==> src/rtl/sync_fifo_vr_if.sv <==
// -----------------------------------------------------------------------------
// sync_fifo_vr_if
// Valid/ready handshake bundle for sync_fifo_vr (producer side and consumer
// side in one interface).
//   s_vld / s_dat / s_rdy : producer -> FIFO write handshake
//   m_vld / m_dat / m_rdy : FIFO -> consumer read handshake
// Modports:
//   slave  : FIFO view (accepts s_*, presents m_*)
//   master : environment view (drives s_* and m_rdy)
// -----------------------------------------------------------------------------
interface sync_fifo_vr_if #(
  parameter int FIFO_W = 32
);
  logic              s_vld;
  logic [FIFO_W-1:0] s_dat;
  logic              s_rdy;
  logic              m_vld;
  logic [FIFO_W-1:0] m_dat;
  logic              m_rdy;

  modport slave (
    input  s_vld, s_dat, m_rdy,
    output s_rdy, m_vld, m_dat
  );

  modport master (
    output s_vld, s_dat, m_rdy,
    input  s_rdy, m_vld, m_dat
  );
endinterface

==> src/rtl/sync_fifo_vr.sv <==
// -----------------------------------------------------------------------------
// sync_fifo_vr
// Single-clock FIFO with valid/ready handshakes on both sides, first-word-
// fall-through head, live almost-full/almost-empty thresholds and flush.
// Depth need not be a power of two; pointers wrap explicitly at FIFO_D-1.
//
// Ports:
//   clk, rstn   : rising-edge clock, asynchronous active-low reset
//   bus         : sync_fifo_vr_if.slave (s_vld/s_dat/s_rdy, m_vld/m_dat/m_rdy)
//   fifo_fsh    : synchronous flush, wins over push/pop in the same cycle
//   afull_th    : almost-full threshold  (fifo_afull = level >= afull_th)
//   aempt_th    : almost-empty threshold (fifo_aempt = level <= aempt_th)
//   fifo_len    : current occupancy
//   clr_stat    : clears the statistics counters
//   peak_len    : maximum occupancy since reset/clear
//   stall_cnt   : saturating count of cycles with s_vld=1 and s_rdy=0
//
// Build option: define SYNC_FIFO_VR_STAT_EN to build the statistics counters;
// otherwise peak_len/stall_cnt read 0 and clr_stat is ignored.
// -----------------------------------------------------------------------------
module sync_fifo_vr #(
  parameter int FIFO_D   = 12,
  parameter int FIFO_W   = 32,
  parameter int FIFO_ADR = $clog2(FIFO_D)
) (
  input  logic                clk,
  input  logic                rstn,
  sync_fifo_vr_if.slave       bus,
  input  logic                fifo_fsh,
  input  logic [FIFO_ADR:0]   afull_th,
  input  logic [FIFO_ADR:0]   aempt_th,
  output logic                fifo_afull,
  output logic                fifo_aempt,
  output logic [FIFO_ADR:0]   fifo_len,
  input  logic                clr_stat,
  output logic [FIFO_ADR:0]   peak_len,
  output logic [15:0]         stall_cnt
);

  localparam logic [FIFO_ADR:0]   LVL_FULL = (FIFO_ADR+1)'(FIFO_D);
  localparam logic [FIFO_ADR:0]   LVL_ONE  = (FIFO_ADR+1)'(1);
  localparam logic [FIFO_ADR-1:0] PTR_LAST = FIFO_ADR'(FIFO_D-1);
  localparam logic [FIFO_ADR-1:0] PTR_ONE  = FIFO_ADR'(1);

  logic [FIFO_W-1:0]   mem_r [FIFO_D];
  logic [FIFO_ADR-1:0] wptr_r;
  logic [FIFO_ADR-1:0] rptr_r;
  logic [FIFO_ADR:0]   lvl_r;
  logic [FIFO_ADR:0]   lvl_nxt_s;
  logic                full_s;
  logic                empty_s;
  logic                push_s;
  logic                pop_s;

  // Pointer increment with explicit wrap so non-power-of-two depths work.
  function automatic logic [FIFO_ADR-1:0] ptr_inc(input logic [FIFO_ADR-1:0] ptr);
    if (ptr == PTR_LAST) begin
      return '0;
    end else begin
      return ptr + PTR_ONE;
    end
  endfunction

  // Status is derived from the level register only, never from s_vld/m_rdy,
  // so push-on-full and pop-on-empty cannot happen.
  assign full_s  = (lvl_r == LVL_FULL);
  assign empty_s = (lvl_r == '0);
  assign push_s  = bus.s_vld & ~full_s;
  assign pop_s   = bus.m_rdy & ~empty_s;

  assign bus.s_rdy  = ~full_s;
  assign bus.m_vld  = ~empty_s;
  assign bus.m_dat  = mem_r[rptr_r];
  assign fifo_len   = lvl_r;
  assign fifo_afull = (lvl_r >= afull_th);
  assign fifo_aempt = (lvl_r <= aempt_th);

  // Next occupancy: flush first, then the net effect of push/pop.
  always_comb begin
    lvl_nxt_s = lvl_r;
    if (fifo_fsh) begin
      lvl_nxt_s = '0;
    end else if (push_s && !pop_s) begin
      lvl_nxt_s = lvl_r + LVL_ONE;
    end else if (pop_s && !push_s) begin
      lvl_nxt_s = lvl_r - LVL_ONE;
    end else begin
      lvl_nxt_s = lvl_r;
    end
  end

  // Pointer and level registers.
  always_ff @(posedge clk or negedge rstn) begin
    if (!rstn) begin
      wptr_r <= '0;
      rptr_r <= '0;
      lvl_r  <= '0;
    end else if (fifo_fsh) begin
      wptr_r <= '0;
      rptr_r <= '0;
      lvl_r  <= '0;
    end else begin
      if (push_s) begin
        wptr_r <= ptr_inc(wptr_r);
      end
      if (pop_s) begin
        rptr_r <= ptr_inc(rptr_r);
      end
      lvl_r <= lvl_nxt_s;
    end
  end

  // Storage array; cleared by reset only, flush leaves contents in place.
  always_ff @(posedge clk or negedge rstn) begin
    if (!rstn) begin
      for (int i = 0; i < FIFO_D; i++) begin
        mem_r[i] <= '0;
      end
    end else if (push_s && !fifo_fsh) begin
      mem_r[wptr_r] <= bus.s_dat;
    end
  end

`ifdef SYNC_FIFO_VR_STAT_EN
  logic [FIFO_ADR:0] peak_r;
  logic [15:0]       stall_r;

  // Occupancy high-water mark and saturating producer-stall counter.
  always_ff @(posedge clk or negedge rstn) begin
    if (!rstn) begin
      peak_r  <= '0;
      stall_r <= 16'h0000;
    end else if (clr_stat) begin
      peak_r  <= '0;
      stall_r <= 16'h0000;
    end else begin
      if (lvl_nxt_s > peak_r) begin
        peak_r <= lvl_nxt_s;
      end
      if (bus.s_vld && full_s && (stall_r != 16'hFFFF)) begin
        stall_r <= stall_r + 16'h0001;
      end
    end
  end

  assign peak_len  = peak_r;
  assign stall_cnt = stall_r;
`else
  logic unused_clr_s;
  assign unused_clr_s = clr_stat;
  assign peak_len     = '0;
  assign stall_cnt    = 16'h0000;
`endif

endmodule

==> src/flat_wrapper.sv <==
// flat-port wrapper written by rule: the top's interface ports become plain ports
module sync_fifo_vr_flat 
#(
  parameter int FIFO_D   = 12,
  parameter int FIFO_W   = 32,
  parameter int FIFO_ADR = $clog2(FIFO_D)
)
  (clk, rstn, fifo_fsh, afull_th, aempt_th, fifo_afull, fifo_aempt, fifo_len, clr_stat, peak_len, stall_cnt, bus_s_vld, bus_s_dat, bus_m_rdy, bus_s_rdy, bus_m_vld, bus_m_dat);
  sync_fifo_vr_if #(.FIFO_W(FIFO_W)) bus_i ();
  input  logic clk;
  input  logic rstn;
  input  logic fifo_fsh;
  input  logic [FIFO_ADR:0] afull_th;
  input  logic [FIFO_ADR:0] aempt_th;
  output logic fifo_afull;
  output logic fifo_aempt;
  output logic [FIFO_ADR:0] fifo_len;
  input  logic clr_stat;
  output logic [FIFO_ADR:0] peak_len;
  output logic [15:0] stall_cnt;
  input wire logic [$bits(bus_i.s_vld)-1:0] bus_s_vld;
  input wire logic [$bits(bus_i.s_dat)-1:0] bus_s_dat;
  input wire logic [$bits(bus_i.m_rdy)-1:0] bus_m_rdy;
  output wire logic [$bits(bus_i.s_rdy)-1:0] bus_s_rdy;
  output wire logic [$bits(bus_i.m_vld)-1:0] bus_m_vld;
  output wire logic [$bits(bus_i.m_dat)-1:0] bus_m_dat;
  assign bus_i.s_vld = bus_s_vld;
  assign bus_i.s_dat = bus_s_dat;
  assign bus_i.m_rdy = bus_m_rdy;
  assign bus_s_rdy = bus_i.s_rdy;
  assign bus_m_vld = bus_i.m_vld;
  assign bus_m_dat = bus_i.m_dat;
  sync_fifo_vr #(.FIFO_D(FIFO_D), .FIFO_W(FIFO_W), .FIFO_ADR(FIFO_ADR)) u_core (.clk(clk), .rstn(rstn), .bus(bus_i), .fifo_fsh(fifo_fsh), .afull_th(afull_th), .aempt_th(aempt_th), .fifo_afull(fifo_afull), .fifo_aempt(fifo_aempt), .fifo_len(fifo_len), .clr_stat(clr_stat), .peak_len(peak_len), .stall_cnt(stall_cnt));
endmodule
==> config.mk <==
export PLATFORM = sky130hd
export DESIGN_NAME = sync_fifo_vr_flat
export DESIGN_NICKNAME = d
export VERILOG_FILES = /design/src/rtl/sync_fifo_vr_if.sv /design/src/rtl/sync_fifo_vr.sv /design/src/flat_wrapper.sv
export SDC_FILE = /design/constraint.sdc
export NUM_CORES = 1
export LEC_CHECK = 0
export BUFFER_PORTS_ARGS = -buffer_cell sky130_fd_sc_hd__buf_2
export CORE_UTILIZATION = 40
export DETAILED_ROUTE_END_ITERATION = 16
export PLACE_DENSITY = 0.61
export SLEW_MARGIN = 25
export SYNTH_ARGS = -nofsm -noshare
export SYNTH_HDL_FRONTEND = slang
export SYNTH_SLANG_ARGS = --single-unit
==> constraint.sdc <==
create_clock -name clk -period 3.1 [get_ports clk]
set_input_delay 0.155 -clock clk [delete_from_list [all_inputs] [get_ports clk]]
set_output_delay 0.155 -clock clk [all_outputs]
set_load 0.01 [all_outputs]
### Word level (Yosys, flattened, before mapping)

Index checks and enable logic that the tools add are counted.

* add/subtract/negate cells: 4
* $lt $le $gt $ge: 5
* equal/unequal tests: 3
* mux-type cells: 15
* bitwise gates (word level): 6
* reduce and logical (&&, ||, !) cells: 11

Operators by type and width (number)
* 384-bit bitwise mux: 1
* 32-bit binary-select mux with 4-bit select: 1
* 32-bit demux with 4-bit select: 1
* 32-bit 2-to-1 mux: 3
* 4-bit 2-to-1 mux: 6
* 5-bit 2-to-1 mux: 3
* 5-bit greater-or-equal comparator (second input constant): 2
* 4-bit NOT with 5-bit output: 2
* 4-bit by 1-bit adder with 4-bit output (second input constant): 2
* 4-bit == test (second input constant): 2
* 5-bit by 1-bit adder with 5-bit output (second input constant): 1
* 5-bit by 4-bit == test with 1-bit output (second input constant): 1
* 5-bit greater-or-equal comparator: 1
* 5-bit less-or-equal comparator: 1
* 5-bit zero test: 1
* 5-bit by 1-bit less-than comparator with 1-bit output (second input constant): 1
* 5-bit by 1-bit subtractor with 5-bit output (second input constant): 1
* 1-bit logical AND: 4
* 2-bit nonzero test: 2
* 1-bit zero test: 3
* 3-bit nonzero test: 1
* 1-bit bitwise AND: 2
* 1-bit NOT: 2

* flip-flop bits (word level): 397
* bits of input ports: 48
* output and inout port bits: 62
* logic and storage cells: 59

### Logic depth before layout (Yosys ltp)

* word-level depth: 8
* gate-level depth with buffers: 10
* depth with buffers taken out: 9

### Worst setup path before layout

OpenSTA, ideal clock, no wires.

* path kind: reg2reg
* start: register u_core.lvl_r[0] (netlist: u_core.fifo_len[0])
* end: register u_core.lvl_r[4] (netlist: u_core.fifo_len[4])
* library setup time: 78 ps
* arrival time: 3001 ps
* data required time: 3022 ps
* setup slack: 21 ps
* stages on the path, launching flop included: 11
* path buffers: 1
* clock period less this slack: 3079 ps
* cell sequence: dfrtp_1 > or3_1 > buf_6 > o31ai_2 > nand2_1 > fa_1 > a21o_1 > a21o_1 > or3_1 > a21o_1 > a21oi_1

* word-level cells in the longest chain between the ends: 7
* elaborated cells between the ends (all ways): 16
* those cells by class: 2 x add/sub; 1 x eq/ne; 3 x mux; 4 x bitwise; 6 x reduce/logical

RTL lines
* start: declaration: RTL line sync_fifo_vr.sv:48 `logic [FIFO_ADR:0] lvl_r;`
* start signal: assignment: RTL line sync_fifo_vr.sv:109 `lvl_r <= lvl_nxt_s;`
* parallel branches: the longest is 7 deep, another holds 5-bit by 1-bit subtractor with 5-bit output

Several ways; the timed one is not identified. The select of a mux whose other input is x is not followed.
A chain may end at the register's enable or synchronous reset.

### Final worst setup path

* start: register u_core.rptr_r[0]
* end: output port bus_m_dat[8]

* word-level cells in the longest chain between the ends: 4

RTL lines
* start: declaration: RTL line sync_fifo_vr.sv:47 `logic [FIFO_ADR-1:0] rptr_r;`
* start signal: assignment: RTL line sync_fifo_vr.sv:107 `rptr_r <= ptr_inc(rptr_r);`
* 4-bit NOT with 5-bit output (implied by the code): RTL line sync_fifo_vr.sv:73 `assign bus.m_dat = mem_r[rptr_r];`
* 32-bit binary-select mux with 4-bit select: RTL line sync_fifo_vr.sv:73
* 32-bit 2-to-1 mux (implied by the code) (2 in series): RTL line sync_fifo_vr.sv:73
* end: declaration: RTL line flat_wrapper.sv:26 `output wire logic [$bits(bus_i.m_dat)-1:0] bus_m_dat;`

No other way between the ends. The select of a mux whose other input is x is not followed.

==> results.ini <==
[status]
status = finished, final reports clean

[synth]
synth-edff-count = 0
synth-seq-cells = 397
synth-seq-area-share_pct = 51.19
synthArstFlopShare_pct = 100.0
synth-main-ff-cell = dfrtp_1
yosys_warnings = 0
syn_area_per_cell_um2 = 15.71
synth_cell_types = 47
syn-cell-area_mm2 = 0.01941
syn_inst = 1235

[critical_path]
critical_path_class = register to primary output
crit_arrival_ns = 2.75
path_depth = 6
r2r_cells = 9
end_kind = primary output
crit_required_ns = 2.94
crit_slowest_cell = dfrtp_4
path_delay_family = flip-flops
cp-start-kind = register
cp_num_buf_inv = 3
cp_max_fo = 19
slowest_delay_ns = 0.70
cp_cell_sequence = buf_12, buf_4, mux4_2, mux2i_1, o22ai_1, buf_2

[clock_tree]
cts.clk_slew.worst_paths_ns = 0.06
root_buffer = clkbuf_16
htree_levels = 2
cts_sinks = 397
cts_buffers = 42
cts_buffer_depth = 3
cts_tree = built
post_cts.repair.setup_buffers = 0
clk_latency_ns = 0.54

[cells_and_area]
final_cell_mix = dfrtp_1 (393), mux2_2 (256), mux2_4 (120)
drive_above_1_share_pct = 51.71
final_cells = 1957
nets = 1381
layout_commonest_cell = dfrtp_1
synthToLayoutAreaGrowth_pct = 12.55
num_antenna_cells = 0

[power_and_ir_drop]
p_comb_share_pct = 24.4
power_density_mw_per_mm2 = 691.4
cellLeakagePower_nw = 10.45
power.switching_w = 0.004190
switching_share_pct = 27.75
clkPwrFrac_pct = 34.0
seqPwrFrac_pct = 41.6
internal-power_w = 0.01091
vdd_drop_max_uv = 448.4

[timing]
setup_slack_ns = 0.1984
slew_violations = 0
fmax_mhz = 344.6
hold_viol_final = 0
fin_crit_ns = 2.902
finClkSkew_ns = 0.01703
rsz0062_at_grt = no
period_share_pct = 93.60
setup_tns_ns = 0
setup_viol = 0
relSlewSlack_pct = 39.59
worstMarginPinSlew_ns = 0.9062

[floorplan]
coreArea_mm2 = 0.04785
dieArea_mm2 = 0.04940
start_util_pct = 40.56
num_rows = 80
ioPinCount = 110
die_w_um = 222.3
die_h_um = 222.3

[detailed_routing]
drc = 0
via_count = 10410
wl_um = 42570
viasPerCell = 5.321
ant_nets = 0
drtIter0Drc = 585
wire_per_inst_um = 21.75
drt_first_pass_iters = 4

[grt]
grt_pass1_vias = 11260
globalRouteTotalUtil_pct = 17.76
antenna_found_initial = 2
grt_max_degree = 83
gr-total-overflow = 0
grt_pass1_wl_um = 67920

[placement]
hpwl_um = 24790
pre_cts_slack_ns = 0.3952
place.gp.congestion = 0.7247
dp.cells = 1876
io_buffers = 87

[min_path]
min_path_type = input pin to register
min_path_cells = 2

[flow_run]
maxCapViolCount = 0

-- cells in the mapped netlist (all sizes together) (3+ instances only) --
master  instances  area share, %
nand2b          3          0.097
o22ai          34            1.1
nor3            4           0.19
mux2i          34            1.8
clkbuf         51           0.99
o21a            5           0.23
inv            46           0.89
a21o            3           0.12
nand2          23           0.88
nand3           6           0.15
dfrtp         397             51
nor2           11           0.21
ha             19            1.2
buf            74            3.6
nor2b           6           0.19
a21oi          10           0.26
mux2          384             25
o21ai           7           0.24
mux4           96             11
or3             3          0.097
-- per-layer routing --
metal / global-route usage, % / part of all wire [%] / vias to the layer above
met4: 3.696 / 1.6 / 4
li1: - / - / 4621
met3: 2.645 / 3.4 / 56
met1: 25.60 / 48 / 5563
met2: 28.44 / 47 / 169
met5: 0 / 0.063 / -
-- sequential cells by signal, indices dropped and copies added (netlist names) --
name / count
u_core.rptr_r: 4
u_core.mem_r: 384
u_core.wptr_r: 4
u_core.fifo_len: 5
-- power groups by stage --
| stage | Combinational [W] | Clock (W) | Sequential [W] |
|---|---|---|---|
| floorplan | 0.00263 | 0 | 0.00621 |
| global placement | 0.00371 | 0 | 0.00632 |
| detailed placement | 0.00377 | 0 | 0.00637 |
| CTS | 0.00379 | 0.00529 | 0.00627 |
| global route | 0.00404 | 0.00548 | 0.00636 |
| finish | 0.00369 | 0.00514 | 0.00628 |
-- path summary, 6_finish.rpt --
kind,to,from,slack (ns)
worst max-delay path,bus_m_dat[8],u_core.rptr_r[0]$_DFFE_PN0P_,0.20
worst min-delay path,u_core.mem_r[95]$_DFFE_PN0P_,bus_s_dat[31],0.02
worst max register to register,u_core.fifo_len[4]$_DFFE_PN0P_,u_core.fifo_len[0]$_DFFE_PN0P_,0.40
worst min register to register,u_core.mem_r[370]$_DFFE_PN0P_,u_core.mem_r[370]$_DFFE_PN0P_,0.49
max in group asynchronous,u_core.mem_r[114]$_DFFE_PN0P_,rstn,2.00
min in group asynchronous,u_core.mem_r[328]$_DFFE_PN0P_,rstn,0.19
-- cell type report --
cell class	instances	area, µm²
clock buffers	55	1181
clock inverters	18	219.0
inverters	46	172.7
flip-flops and latches	397	9945
multi-input cells	687	8487
repair buffers	139	1069
well taps	615	769.5
fillers	4218	26000
-- per-stage QoR --
| step | power, W | area (µm²) | hold slack, ns | util (%) |
|---|---|---|---|---|
| after global placement | 0.01003 | 20360 | 0.1882 | 42.56 |
| final | 0.01510 | 21840 | 0.01561 | 45.65 |
| after global routing | 0.01588 | 21840 | 0.02135 | 45.65 |
| after detailed placement | 0.01013 | 20360 | 0.1936 | 42.56 |
| after CTS | 0.01535 | 21840 | 0.001309 | 45.65 |
| after floorplan | 0.008844 | 19480 | -0.1406 | - |
-- kinds of logic after synthesis --
kind of cell | Yosys count | share of synthesized area, %
other | 1 | 0.01932
multiplexers | 514 | 37.50
XOR/XNOR | 3 | 0.1354
AO/OA/AOI/OAI | 67 | 2.289
buffers and inverters | 171 | 5.480
flip-flops | 397 | 51.19
AND/OR/NAND/NOR | 62 | 2.063
adder cells (fa/ha/maj) | 20 | 1.328
-- timing repair --
item	4_1_cts	5_1_grt
setup endpoints to repair	0	0
hold endpoints to repair	93	0
resized for setup	0	0
hold buffers	8	0
Note: power is estimated with default switching activity, not from simulation.
